## src/rtl/rr_arb_pkg.sv

```systemverilog
// rtl/rr_arb_pkg.sv - shared constants and FSM state type for the round-robin arbiter
package rr_arb_pkg;

    localparam int N_DEFAULT     = 16;
    localparam int IDX_W_DEFAULT = 4;

    typedef enum logic {
        ST_IDLE,
        ST_HOLD
    } arb_state_t;

endpackage

```

## src/rtl/rr_arbiter16_if.sv

```systemverilog
// rtl/rr_arbiter16_if.sv - request/grant handshake bundle; stall_cnt present under RR_ARB_STALL_CNT_EN
interface rr_arbiter16_if #(
    parameter int N     = 16,
    parameter int IDX_W = $clog2(N)
);
    logic             enable;
    logic [N-1:0]     req;
    logic             grant_valid;
    logic             grant_ready;
    logic [N-1:0]     grant_onehot;
    logic [IDX_W-1:0] grant_idx;
`ifdef RR_ARB_STALL_CNT_EN
    logic [15:0]      stall_cnt;

    modport master (
        input  enable, req, grant_ready,
        output grant_valid, grant_onehot, grant_idx, stall_cnt
    );
    modport slave (
        output enable, req, grant_ready,
        input  grant_valid, grant_onehot, grant_idx, stall_cnt
    );
`else
    modport master (
        input  enable, req, grant_ready,
        output grant_valid, grant_onehot, grant_idx
    );
    modport slave (
        output enable, req, grant_ready,
        input  grant_valid, grant_onehot, grant_idx
    );
`endif
endinterface

```

## src/rtl/rr_arbiter16_pick16.sv

```systemverilog
// rtl/rr_arbiter16_pick16.sv - combinational round-robin pick: masked priority encode with unmasked fallback
module rr_pick16 #(
    parameter int N     = 16,
    parameter int IDX_W = $clog2(N)
) (
    input  logic [N-1:0]     i_req,
    input  logic [IDX_W-1:0] i_ptr,
    output logic [N-1:0]     o_onehot,
    output logic [IDX_W-1:0] o_idx,
    output logic             o_any
);
    logic [N-1:0] w_masked;
    logic [N-1:0] w_src;

    always_comb begin
        w_masked = '0;
        for (int i = 0; i < N; i++) begin
            w_masked[i] = i_req[i] && (IDX_W'(i) >= i_ptr);
        end
        // No request at or above ptr means the search has wrapped to bit 0.
        w_src = (|w_masked) ? w_masked : i_req;
        o_any = |i_req;
        o_idx = '0;
        for (int i = N - 1; i >= 0; i--) begin
            if (w_src[i]) begin
                o_idx = IDX_W'(i);
            end
        end
        o_onehot = o_any ? (N'(1) << o_idx) : '0;
    end

endmodule

```

## src/rtl/rr_arbiter16.sv

```systemverilog
// rtl/rr_arbiter16.sv - registered round-robin arbiter with one-hot and index grant; RR_ARB_STALL_CNT_EN adds stall_cnt
module rr_arbiter16
    import rr_arb_pkg::*;
#(
    parameter int N     = N_DEFAULT,
    parameter int IDX_W = $clog2(N)
) (
    input  logic           clk,
    input  logic           rst_n,
    rr_arbiter16_if.master bus
);
    arb_state_t       r_state;
    logic             r_valid;
    logic [N-1:0]     r_onehot;
    logic [IDX_W-1:0] r_idx;
    logic [IDX_W-1:0] r_ptr;

    logic [N-1:0]     w_win_onehot;
    logic [IDX_W-1:0] w_win_idx;
    logic             w_any;
    logic             w_load;

    rr_pick16 #(.N(N), .IDX_W(IDX_W)) u_pick (
        .i_req    (bus.req),
        .i_ptr    (r_ptr),
        .o_onehot (w_win_onehot),
        .o_idx    (w_win_idx),
        .o_any    (w_any)
    );

    assign w_load = bus.enable && w_any;

    always_ff @(posedge clk or negedge rst_n) begin
        if (!rst_n) begin
            r_state  <= ST_IDLE;
            r_valid  <= 1'b0;
            r_onehot <= '0;
            r_idx    <= '0;
            r_ptr    <= '0;
        end else begin
            case (r_state)
                ST_IDLE: begin
                    if (w_load) begin
                        r_state  <= ST_HOLD;
                        r_valid  <= 1'b1;
                        r_onehot <= w_win_onehot;
                        r_idx    <= w_win_idx;
                        r_ptr    <= w_win_idx + 1'b1;
                    end
                end
                ST_HOLD: begin
                    // Held grant stays frozen until the consumer takes it.
                    if (bus.grant_ready) begin
                        if (w_load) begin
                            r_onehot <= w_win_onehot;
                            r_idx    <= w_win_idx;
                            r_ptr    <= w_win_idx + 1'b1;
                        end else begin
                            r_state  <= ST_IDLE;
                            r_valid  <= 1'b0;
                            r_onehot <= '0;
                            r_idx    <= '0;
                        end
                    end
                end
                default: begin
                    r_state  <= ST_IDLE;
                    r_valid  <= 1'b0;
                    r_onehot <= '0;
                    r_idx    <= '0;
                end
            endcase
        end
    end

    assign bus.grant_valid  = r_valid;
    assign bus.grant_onehot = r_onehot;
    assign bus.grant_idx    = r_idx;

`ifdef RR_ARB_STALL_CNT_EN
    logic [15:0] r_stall_cnt;

    always_ff @(posedge clk or negedge rst_n) begin
        if (!rst_n) begin
            r_stall_cnt <= '0;
        end else if (r_valid && !bus.grant_ready && (r_stall_cnt != 16'hFFFF)) begin
            r_stall_cnt <= r_stall_cnt + 16'd1;
        end
    end

    assign bus.stall_cnt = r_stall_cnt;
`endif

endmodule

```

## src/flat_wrapper.sv

```systemverilog
// flat-port wrapper written by rule: the top's interface ports become plain ports
module rr_arbiter16_flat import rr_arb_pkg::*;
#(
    parameter int N     = N_DEFAULT,
    parameter int IDX_W = $clog2(N)
)
  (clk, rst_n, bus_enable, bus_req, bus_grant_ready, bus_grant_valid, bus_grant_onehot, bus_grant_idx);
  rr_arbiter16_if #(.N(N), .IDX_W(IDX_W)) bus_i ();
  input  logic clk;
  input  logic rst_n;
  input wire logic [$bits(bus_i.enable)-1:0] bus_enable;
  input wire logic [$bits(bus_i.req)-1:0] bus_req;
  input wire logic [$bits(bus_i.grant_ready)-1:0] bus_grant_ready;
  output wire logic [$bits(bus_i.grant_valid)-1:0] bus_grant_valid;
  output wire logic [$bits(bus_i.grant_onehot)-1:0] bus_grant_onehot;
  output wire logic [$bits(bus_i.grant_idx)-1:0] bus_grant_idx;
  assign bus_i.enable = bus_enable;
  assign bus_i.req = bus_req;
  assign bus_i.grant_ready = bus_grant_ready;
  assign bus_grant_valid = bus_i.grant_valid;
  assign bus_grant_onehot = bus_i.grant_onehot;
  assign bus_grant_idx = bus_i.grant_idx;
  rr_arbiter16 #(.N(N), .IDX_W(IDX_W)) u_core (.clk(clk), .rst_n(rst_n), .bus(bus_i));
endmodule
```

## config.mk

```make
export PLATFORM = sky130hd
export DESIGN_NAME = rr_arbiter16_flat
export DESIGN_NICKNAME = d
export VERILOG_FILES = /design/src/rtl/rr_arb_pkg.sv /design/src/rtl/rr_arbiter16_if.sv /design/src/rtl/rr_arbiter16_pick16.sv /design/src/rtl/rr_arbiter16.sv /design/src/flat_wrapper.sv
export SDC_FILE = /design/constraint.sdc
export NUM_CORES = 1
export LEC_CHECK = 0
export ABC_AREA = 1
export ABC_CLOCK_PERIOD_IN_PS = 5500
export CAP_MARGIN = 20
export CORE_MARGIN = 4
export CORE_UTILIZATION = 35
export CTS_CLUSTER_DIAMETER = 150
export DETAILED_ROUTE_END_ITERATION = 10
export PLACE_DENSITY_LB_ADDON = 0.25
export SLEW_MARGIN = 40
export SYNTH_ARGS = -nofsm -noshare
export SYNTH_HDL_FRONTEND = slang
export SYNTH_HIERARCHICAL = 1
export SYNTH_SLANG_ARGS = --single-unit
```

## constraint.sdc

```tcl
create_clock -name clk -period 5.5 [get_ports clk]
set_input_delay 1.375 -clock clk [delete_from_list [all_inputs] [get_ports clk]]
set_output_delay 1.375 -clock clk [all_outputs]
set_load 0.01 [all_outputs]
```

# Word-level counts from Yosys, hierarchy flattened
# Index checks and enable logic that the tools add are counted.
# W data, S select, Z words.
# word_totals
register_bits	26
inputBits	20
out_inout_bits	21
word_cells	84
# classes
add_sub_neg	1
order_cmp	16
n_eq_ne	3
shifts	1
muxes	36
bitwise	1
reduce_logical	21
# ops
op	count
$mux W4	21
$mux W16	5
$ge A4 B4 Y1 const A	8
$pmux W16 S2	1
$reduce_or A16 Y1	2
$logic_and A1 B1 Y1	17
$ge A3 B4 Y1 const A	4
$pmux W4 S2	2
$shl A1 B4 Y16 const A	1
$ge A1 B4 Y1 const A	2
$ge A2 B4 Y1 const A	2
$mux W1	5
$add A4 B1 Y4 const B	1
$ne A2 B2 Y1 const B	2
$pmux W1 S2	2
$reduce_and A3 Y1	1
$ne A2 B1 Y1 const B	1
$reduce_and A2 Y1	1
$not A1 Y1	1

# Longest topological paths before layout
# logic_depth
word_depth	25
mapped_depth	29
depth_no_buf	28

# Cells and area by module
# The synthesis kept the hierarchy.
# modules_own_cells
module	n_inst	cells_each	area_per_inst_um2	seq_area_each_um2
rr_arbiter16	1	119	1083.5	650.6
rr_pick16	1	162	719.4	0.0

# Worst setup path after synthesis
# No wires, ideal clock.
# synth_timing
kind	in2reg
startpoint	input bus_req[1]
endpoint	register u_core.r_ptr[2]
setup_time_ps	83
t_arrival_ps	3258
required_time_ps	5417
path_slack_ps	2160
cell_stages	25
path_buffers	0
path_cell_list	nand2_1 > nor2_1 > nor2_1 > nand2_1 > nor2_1 > nand2_4 > clkinv_4 > o21ai_1 > nand2_1 > nand2_1 > nand2_1 > nand2_1 > nand2_1 > nand2_1 > nand2_1 > nand2_1 > nand2_1 > nand2_2 > nand2_2 > nand2_2 > nand2_2 > inv_1 > ha_1 > xnor2_1 > o21ai_0
# synth_via
elab_chain_len	23
elab_cells_between_ends	25
cone_classes	1 x add/sub; 20 x mux; 4 x reduce/logical
# synth_rtl
item	line_no	source
start: declaration	flat_wrapper.sv:12	input wire logic [$bits(bus_i.req)-1:0] bus_req;
$logic_and A1 B1 Y1	rr_arbiter16_pick16.sv:18	w_masked[i] = i_req[i] && (IDX_W'(i) >= i_ptr);
$reduce_or A16 Y1	rr_arbiter16_pick16.sv:21	w_src = (|w_masked) ? w_masked : i_req;
$mux W16 (*)	rr_arbiter16_pick16.sv:21	
$mux W4 (15 in a row)	rr_arbiter16_pick16.sv:25	if (w_src[i]) begin
$mux W4 (*)	rr_arbiter16_pick16.sv:25	
named net u_core.w_win_idx[0]	rr_arbiter16.sv:19	logic [IDX_W-1:0] w_win_idx;
$add A4 B1 Y4 (*)	rr_arbiter16.sv:48, rr_arbiter16.sv:57	
$mux W4 (*)	rr_arbiter16.sv:43, rr_arbiter16.sv:54	
$mux W4	rr_arbiter16.sv:53	if (bus.grant_ready) begin
$pmux W4 S2 (*)	rr_arbiter16.sv:41	case (r_state)
end signal: assignment	rr_arbiter16.sv:48	r_ptr <= w_win_idx + 1'b1;
end signal: assignment	rr_arbiter16.sv:57	r_ptr <= w_win_idx + 1'b1;
end: declaration	rr_arbiter16.sv:16	logic [IDX_W-1:0] r_ptr;
# The timed path passes the listed nets; every way through them passes the cells marked *. The select of a mux whose other input is x is not followed.
# A chain may end at the register's enable or synchronous reset.

# Worst setup path after layout
# Ends and elaborated chain as after synthesis.

==> reports/metrics.cfg <==
[outcome]
run_status = complete, no violations

[routing]
wl_per_cell_um = 11.5
drt_pass1_iterations = 4
drc_errors = 0
drt-total-wl_mm = 4.43
vias = 1858
final_antenna_net_count = 0
drt_iter0_markers = 114
vias_per_cell = 4.81

[min_path]
min_from = u_core/bus.grant_onehot[0]
min_path_type = reg -> reg
hold_depth = 2
hold_end = u_core/bus.grant_onehot[0]

[worst_setup_path]
r2r_end = u_core/r_ptr[2]
cp_top_family = simple AND/OR/NAND/NOR gates
rrSetupSlack_ps = 2480
cp.arrival_ps = 4080
crit_type = in -> reg
critPathMaxStageDelay_ps = 520
rr_worst_depth = 26
critical_path_peak_fanout = 8
cp-end-kind = flop
cp_common_cell = nand2_1
worstSetupStartpointType = input pin
cp_num_buf_inv = 3
slowest_stage = clkdlybuf4s50_1
r2r_start = u_core/r_ptr[3]
required_ps = 5650

[cts]
holdBufCountCts = 0
clockBufferDepth = 2
cts.htree.levels = 1
clock-root-buffer = clkbuf_8
clk_pin_slew_worst_paths_ps = 90
clk-insertion-delay-late_ps = 270
ctsResizeCount = 0
cts_tree = done
cts_setup_buffers = 0
clock-sinks = 26
cts_buffers = 3

[sta]
rsz0062_at_grt = no
skew_ps = 1.64
max-slew-margin-rel_pct = 55.8
finalSetupViolCount = 0
slew_viol_final = 0
fmax_mhz = 255
finalHoldViolations = 0
min_period_over_period_pct = 71.4
worst_pin_slew_ps = 661
period_minus_slack_ps = 3930
worst_slack_ps = 1570
finalSetupTns_ps = 0

[die]
dieHeight_um = 79.8
rows = 25
core_area_um2 = 4850
ios = 41
dieArea_um2 = 6360
start_util_pct = 37.2
die_w_um = 79.8

[global_route]
grt_max_degree = 29
grt_first_pass_wirelength_mm = 7.46
antenna_found_initial = 0
grt_usage_pct = 14.7
first_global_vias = 1624
overflow = 0

[finish]
fillers = 490
diodes = 0
area_growth_pct = 28.2
post-route-util_pct = 47.7
drive_gt1_share_pct = 8.46
instances_no_fill = 386
nets = 341

[pwr]
swShare_pct = 44.5
leakage_nw = 1.23
powerDensity_nw_per_um2 = 412
switchingPower_w = 0.000423
p_clk_share_pct = 16.6
peakVddDrop_v = 0.000151
internal-power_w = 0.000528
combinationalPowerShare_pct = 53.1
power_frac_seq_pct = 30.3

[synth]
synth_top_cell_by_area = dfrtp_1
syn_nets = 302
synth_edf_count = 0
yosysMostFrequentCell = nand2_1
synth_common_cells = nand2_1 (92), nor2_1 (40), nand3_1 (32)
yosysWarnings = 6
synthesis.area_um2 = 1800
syn_area_per_cell_um2 = 6.42
synth_cells = 281
async_flop_share_pct = 100
yosysSeqAreaShare_pct = 36.1
ys_ff_latch = 26
synth_top_area_share_pct = 36.1
synthTopCellsByArea = dfrtp_1 (36%), nand2_1 (19%), nand3_1 (8.9%)
ys.flop_type = dfrtp_1
ys_types = 26

[placement]
hpwl_mm = 3.50
port_buffers = 40
dp_slack_ps = 1310
gp_routability_congestion = 0.895
dpl.cell_count = 382

[run]
cap_violations = 0

==> how the worst max path moves through the flow <==
stage | start | to | slack, ps | cells past startpoint
after detailed placement | bus_req[1] | u_core/r_ptr[2] | 1310 | 26
after floorplan | bus_req[1] | u_core/r_ptr[2] | 2160 | 25
after CTS | bus_req[1] | u_core/r_ptr[2] | 1600 | 26
after global placement | bus_req[1] | u_core/r_ptr[2] | 1390 | 26
final | bus_req[1] | u_core/r_ptr[2] | 1570 | 26
after global routing | bus_req[1] | u_core/r_ptr[2] | 1220 | 26
==> worst reg2reg max path, delay by kind of cell, from the launching register on <==
kind	cells	cell delay, ps
xor gates and xnor gates	1	130
adders and majority gates	1	220
AOI/OAI and AO/OA	2	170
and+or+nand+nor	19	1480
DFF	1	590
buffers and inverters	3	300
==> cells by family (layout without fill, tap and decap cells) <==
group | Yosys count | in the layout | share of synthesized area, %
AOI/OAI and AO/OA | 21 | 21 | 6.18
xor gates and xnor gates | 1 | 1 | 0.486
adders and majority gates | 1 | 1 | 0.694
buffers and inverters | 46 | 84 | 11.5
DFF | 26 | 26 | 36.1
and+or+nand+nor | 186 | 186 | 45.1
==> power groups by stage <==
stage / clock network [W] / logic [W] / registers (W)
3_3_place_gp: 0 / 0.000501 / 0.000291
5_1_grt: 0.000175 / 0.000569 / 0.000297
3_5_place_dp: 0 / 0.000504 / 0.000292
2_1_floorplan: 0 / 0.000344 / 0.000290
6_report: 0.000158 / 0.000506 / 0.000288
4_1_cts: 0.000164 / 0.000506 / 0.000289
==> through the flow <==
stage / area [um^2] / power, W / hold WS [ps]
2_1_floorplan: 1800 / 0.000635 / 450
3_3_place_gp: 2240 / 0.000793 / 483
3_5_place_dp: 2240 / 0.000796 / 486
4_1_cts: 2310 / 0.000958 / 508
5_1_grt: 2310 / 0.00104 / 528
6_report: 2310 / 0.000952 / 502
==> state kept, by name (all words and copies together), names as in the netlist <==
register and cells:
u_core/bus.grant_onehot 16, u_core/bus.grant_valid 1, u_core/r_ptr 4, u_core/r_state 1, u_core/bus.grant_idx 4
==> cells in the final DEF (no fill, tap or decap) <==
cell | netlist | final
a21oi_1 | 7 | 7
a21oi_2 | 1 | 1
and2_1 | 1 | 1
buf_4 | 3 | 1
bufinv_16 | 0 | 1
clkbuf_8 | 0 | 3
clkdlybuf4s50_1 | 0 | 40
clkinv_4 | 1 | 1
dfrtp_1 | 26 | 26
ha_1 | 1 | 1
inv_1 | 30 | 30
inv_2 | 8 | 8
nand2_1 | 92 | 92
nand2_2 | 7 | 7
nand2_4 | 2 | 2
nand3_1 | 32 | 32
nand3_2 | 1 | 1
nand3b_1 | 1 | 1
nand4_1 | 6 | 6
nor2_1 | 40 | 40
nor2_2 | 1 | 1
nor2_4 | 1 | 1
nor4_1 | 2 | 2
o211ai_1 | 1 | 1
o21ai_0 | 8 | 8
o21ai_1 | 4 | 4
xnor2_1 | 1 | 1
==> final cells by class <==
type                            instances  area, um^2  area share (%)
Timing Repair Buffer                   41         408            17.7
Clock buffer                            3        41.3            1.79
Multi-Input combinational cell        209         946            40.9
Clock inverter                          1        30.0            1.30
Sequential cell                        26         651            28.2
Inverter                               39         151            6.55
Tap cell                               67        83.8            3.63
==> routing by layer <==
layer | up-vias | share of wire, % | track usage, %
met2 | 60 | 43 | 21.5
li1 | 965 | - | -
met5 | - | 0 | 0
met3 | 7 | 7.1 | 2.71
met4 | 0 | 1.6 | 5.24
met1 | 826 | 48 | 21.5
No activity file was read; power rests on OpenSTA's default activity.
